<file path="src/rtl/classifier_arbiter.sv">
// Round-robin arbiter that time-shares one digit classifier among NUM_REQ requesters.
// Define CLS_ARB_WATCHDOG_EN to enable the WAIT-state timeout (resp_err / digit 4'hF).
module classifier_arbiter #(
  parameter int NUM_REQ        = 4,
  parameter int TIMEOUT_CYCLES = 1024
) (
  input  logic                   clk,
  input  logic                   rst_n,
  input  logic [NUM_REQ-1:0]     req_valid,
  input  logic [NUM_REQ*196-1:0] req_image,
  output logic [NUM_REQ-1:0]     req_ready,
  output logic [NUM_REQ-1:0]     resp_valid,
  output logic [3:0]             resp_digit,
  output logic                   resp_err,
  output logic                   cls_start,
  output logic [195:0]           cls_image,
  input  logic [3:0]             cls_digit,
  input  logic                   cls_valid,
  output logic                   busy,
  output logic [2:0]             grant_id
);
  localparam int IMG_W = 196;
  localparam int IDX_W = $clog2(NUM_REQ);

  typedef enum logic [1:0] {S_IDLE, S_ISSUE, S_WAIT, S_RESP} state_t;

  state_t                          state;
  logic [IDX_W-1:0]                rr_ptr;
  logic [IDX_W-1:0]                owner;
  logic                            cls_valid_q;
  logic                            cls_edge;
  logic                            gnt_found;
  logic [IDX_W-1:0]                gnt_idx;
  logic [NUM_REQ-1:0][IMG_W-1:0]   img_arr;

  for (genvar g = 0; g < NUM_REQ; g++) begin : g_img
    assign img_arr[g] = req_image[g*IMG_W +: IMG_W];
  end

  // First requester at or after rr_ptr, wrapping modulo NUM_REQ.
  always_comb begin : arb
    int               idx;
    logic [IDX_W-1:0] cand;
    idx       = 0;
    cand      = '0;
    gnt_found = 1'b0;
    gnt_idx   = '0;
    for (int k = 0; k < NUM_REQ; k++) begin
      idx  = (int'(rr_ptr) + k) % NUM_REQ;
      cand = IDX_W'(idx);
      if (!gnt_found && req_valid[cand]) begin
        gnt_found = 1'b1;
        gnt_idx   = cand;
      end
    end
  end

  // History resets high so a valid already asserted at reset release is not an edge.
  assign cls_edge = cls_valid & ~cls_valid_q;
  assign busy     = (state != S_IDLE);
  assign grant_id = 3'(owner);

`ifdef CLS_ARB_WATCHDOG_EN
  localparam int WD_W = $clog2(TIMEOUT_CYCLES + 1);
  logic [WD_W-1:0] wd_cnt;
`else
  assign resp_err = 1'b0;
`endif

  always_ff @(posedge clk or negedge rst_n) begin
    if (!rst_n) begin
      state       <= S_IDLE;
      rr_ptr      <= '0;
      owner       <= '0;
      req_ready   <= '0;
      resp_valid  <= '0;
      cls_start   <= 1'b0;
      resp_digit  <= '0;
      cls_image   <= '0;
      cls_valid_q <= 1'b1;
`ifdef CLS_ARB_WATCHDOG_EN
      resp_err    <= 1'b0;
      wd_cnt      <= '0;
`endif
    end else begin
      cls_valid_q <= cls_valid;
      req_ready   <= '0;
      resp_valid  <= '0;
      cls_start   <= 1'b0;
      case (state)
        S_IDLE: begin
          if (gnt_found) begin
            cls_image          <= img_arr[gnt_idx];
            owner              <= gnt_idx;
            req_ready[gnt_idx] <= 1'b1;
            state              <= S_ISSUE;
          end
        end
        S_ISSUE: begin
          cls_start <= 1'b1;
`ifdef CLS_ARB_WATCHDOG_EN
          wd_cnt    <= '0;
`endif
          state     <= S_WAIT;
        end
        S_WAIT: begin
          // A result wins over a timeout landing in the same cycle.
          if (cls_edge) begin
            resp_digit <= cls_digit;
            state      <= S_RESP;
`ifdef CLS_ARB_WATCHDOG_EN
            resp_err   <= 1'b0;
          end else if (wd_cnt == WD_W'(TIMEOUT_CYCLES - 1)) begin
            resp_digit <= 4'hF;
            resp_err   <= 1'b1;
            state      <= S_RESP;
          end else begin
            wd_cnt     <= wd_cnt + 1'b1;
`endif
          end
        end
        S_RESP: begin
          resp_valid[owner] <= 1'b1;
          rr_ptr            <= (int'(owner) == NUM_REQ - 1) ? '0 : owner + 1'b1;
          state             <= S_IDLE;
        end
        default: state <= S_IDLE;
      endcase
    end
  end

endmodule

</file>
<file path="config.mk">
export PLATFORM = sky130hd
export DESIGN_NAME = classifier_arbiter
export DESIGN_NICKNAME = d
export VERILOG_FILES = /design/src/rtl/classifier_arbiter.sv
export SDC_FILE = /design/constraint.sdc
export NUM_CORES = 1
export LEC_CHECK = 0
export CAP_MARGIN = 40
export CORE_AREA = 2 2 395 397
export DETAILED_ROUTE_END_ITERATION = 7
export DIE_AREA = 0 0 397 399
export DONT_BUFFER_PORTS = 1
export PLACE_DENSITY = 0.33
export SLEW_MARGIN = 5
export SYNTH_ARGS = -nofsm -noshare
export SYNTH_HDL_FRONTEND = slang
export SYNTH_SLANG_ARGS = --single-unit
</file>
<file path="constraint.sdc">
create_clock -name clk -period 5.9 [get_ports clk]
set_clock_uncertainty 0.15 [all_clocks]
set_input_delay 1.475 -clock clk [delete_from_list [all_inputs] [get_ports clk]]
set_output_delay 1.475 -clock clk [all_outputs]
set_load 0.005 [all_outputs]
</file>
==> reports/results.ini <==
[status]
status=completed

[critical_path]
critPathArrivalTime_ns=4.09
cpPeakStageDelay_ns=0.47
worstPathRequired_ns=6.23
cp_num_buf_inv=3
crit_path_max_fanout=99
crit_type=primary input to flip-flop
cpMaxStageDelayCell=buf_12
crit_family=buffers and inverters
r2r_slack_ns=2.49
crit_chain=nor3b_1, a221o_4, buf_12, buf_4, buf_4, mux2i_1, o221ai_1
start_kind=primary input
path_common_cell=buf_4
cp-end-kind=flip-flop

[cts]
cts_max_path_buffers=3
cts_sinks=216
numCtsBuffers=30
cts_resized=0
cts_max_level=1
hold_buffers=0
cts-root-buf=clkbuf_16
cts_tree=yes
cts_setup_buffers=0
path_clk_slew_ns=0.07
clk_latency_ns=0.63

[timing]
grt_setup_unrepaired=false
fin_crit_ns=3.76
timing.setup.tns_ns=0
clock.fmax_mhz=266
final_hold_viol_count=0
worst_slew_pin_slew_ns=0.904
hold-worst-slack_ns=0.369
setup_viol=0
min_period_over_period_pct=63.7
setup_ws_ns=2.14
drv_slew=0
slew_headroom_pct=38.0

[drt]
avgRoutedWirePerCell_microns=29.6
viasPerCell=3.38
drtIter0Drc=678
drcViolationCount=0
dr.pass1.iters=5
ant_nets=0
vias=10800
wl_microns=94700

[synth]
syn_inst=1168
yosysWarnings=0
synth_xor_xnor_area_share_pct=0
yosys.area_share.simple_pct=6.58
ys_seq_area_share_pct=41.4
ys_seq_elements=216
synth_top_family_by_area=multiplexers
synth-compound-area-share_pct=14.3
syn-cell-area_sq_um=13000
synthAdderAreaFrac_pct=0.767
syn_area_per_cell_sq_um=11.2
synth_mux_area_share_pct=30.7
synth.distinct_cells=32

[global_routing]
grt_pass1_wl_microns=117000
gr-total-overflow=0
antenna_found_initial=67
grt_pass1_vias=10900
track_usage_pct=11.1
grt_start_max_net_pins=217

[place]
dp_slack_ns=1.54
dp_hpwl_microns=79800
portBuffers=0
globalplace.congestion=0.935

[run]
maxCapViolations=0

[die]
dieArea_sq_um=158000
fp.dieH_microns=399
start_util_pct=8.49
ioPinCount=1009
dieWidth_microns=397
rows=144
coreArea_sq_um=154000

[hold_path]
hold_class=flip-flop to flip-flop

[power_and_ir_drop]
p_leak_nw=6.90
max-vdd-ir-drop_v=0.000277
pwr_density_cell_nw_per_um2=535

[cells_and_area]
drive_gt1_share_pct=9.02
final_cell_mix=mux2i_1 (393), dfrtp_1 (215), nand2_1 (199)
final_common_cell=mux2i_1
finish.net_count=1923
area_delta_synth_final_pct=24.2

registers in the layout, summed over array words and instances (netlist names):
| signal | flops |
|---|---|
| cls_image | 196 |
| cls_start | 1 |
| req_ready | 4 |
| owner | 2 |
| cls_valid_q | 1 |
| resp_valid | 4 |
| state | 2 |
| resp_digit | 4 |
| rr_ptr | 2 |
kinds of logic (layout without fill, tap and decap cells):
family,after synthesis,after routing
other cells,1,16
fa+ha+maj,8,8
simple gates,217,217
mux,399,399
flops,216,216
buf+inv,119,92
compound gates,208,208
layer usage:
metal	routed length, microns	share of wire (%)	global-route usage (%)
met1	34600	37	12.3
met2	47500	50	19.5
met3	9380	9.9	4.50
met4	2940	3.1	3.29
met5	274	0.29	0
cell usage after synthesis:
cell / instances / area share, %
dfstp_2: 1 / 0.20
nor4_2: 1 / 0.096
dfrtp_1: 215 / 41
nor2b_1: 3 / 0.14
buf_6: 43 / 3.7
o22a_1: 1 / 0.067
o21ai_2: 1 / 0.067
mux2i_1: 393 / 30
a311oi_1: 1 / 0.067
nor3b_1: 1 / 0.058
nand2_1: 199 / 5.7
a21bo_2: 1 / 0.077
nand2b_1: 3 / 0.14
nand3b_1: 1 / 0.058
conb_1: 1 / 0.029
and2_1: 4 / 0.19
inv_1: 8 / 0.23
a221o_1: 2 / 0.15
a21oi_1: 1 / 0.038
clkbuf_1: 44 / 1.3
o21ai_0: 3 / 0.12
or3_1: 1 / 0.048
o21ai_1: 1 / 0.038
a22oi_1: 1 / 0.058
o221ai_1: 186 / 12
ha_1: 8 / 0.77
nor2_1: 4 / 0.12
mux2_2: 6 / 0.52
buf_2: 17 / 0.65
buf_4: 4 / 0.23
buf_1: 3 / 0.086
o221ai_2: 10 / 1.2
layout make-up:
type,instances,area [sq um]
repair buffers,30,338
inverters,8,30.0
clock inverters,14,108
multi-input cells,834,6870
fillers,17600,137000
well taps,2044,2560
flip-flops and latches,216,5410
diodes,14,35.0
clock buffers,40,860
through the flow:
step           cell area [sq um]  power, W  cells  utilization (%)
5_1_grt                    16200   0.00927   3193             10.5
2_1_floorplan              13000   0.00554   1169                -
3_3_place_gp               15100   0.00677   3125             9.85
6_report                   16200   0.00867   3200             10.5
4_1_cts                    16200   0.00888   3186             10.5
3_5_place_dp               15200   0.00690   3132             9.89
power breakdown:
part           internal [W]  switching (W)
combinational       0.00147        0.00218
sequential          0.00222       0.000915
clock               0.00106       0.000820
tightest hold or removal path, delay by kind of cell (launching register included):
| kind | cells | cell delay, ns |
|---|---|---|
| compound gates | 1 | 0.06 |
| simple gates | 1 | 0.06 |
| flops | 1 | 0.36 |
final timing paths:
check,cells after the start,end,from
max in group asynchronous,0,cls_image[69],rst_n
min in group asynchronous,0,resp_digit[1],rst_n
min reg2reg,2,cls_image[43],cls_image[43]
max reg2reg,7,cls_image[127],rr_ptr[1]
min,2,cls_image[43],cls_image[43]
max,7,cls_image[127],req_valid[0]
(Power assumes the default switching activity.)
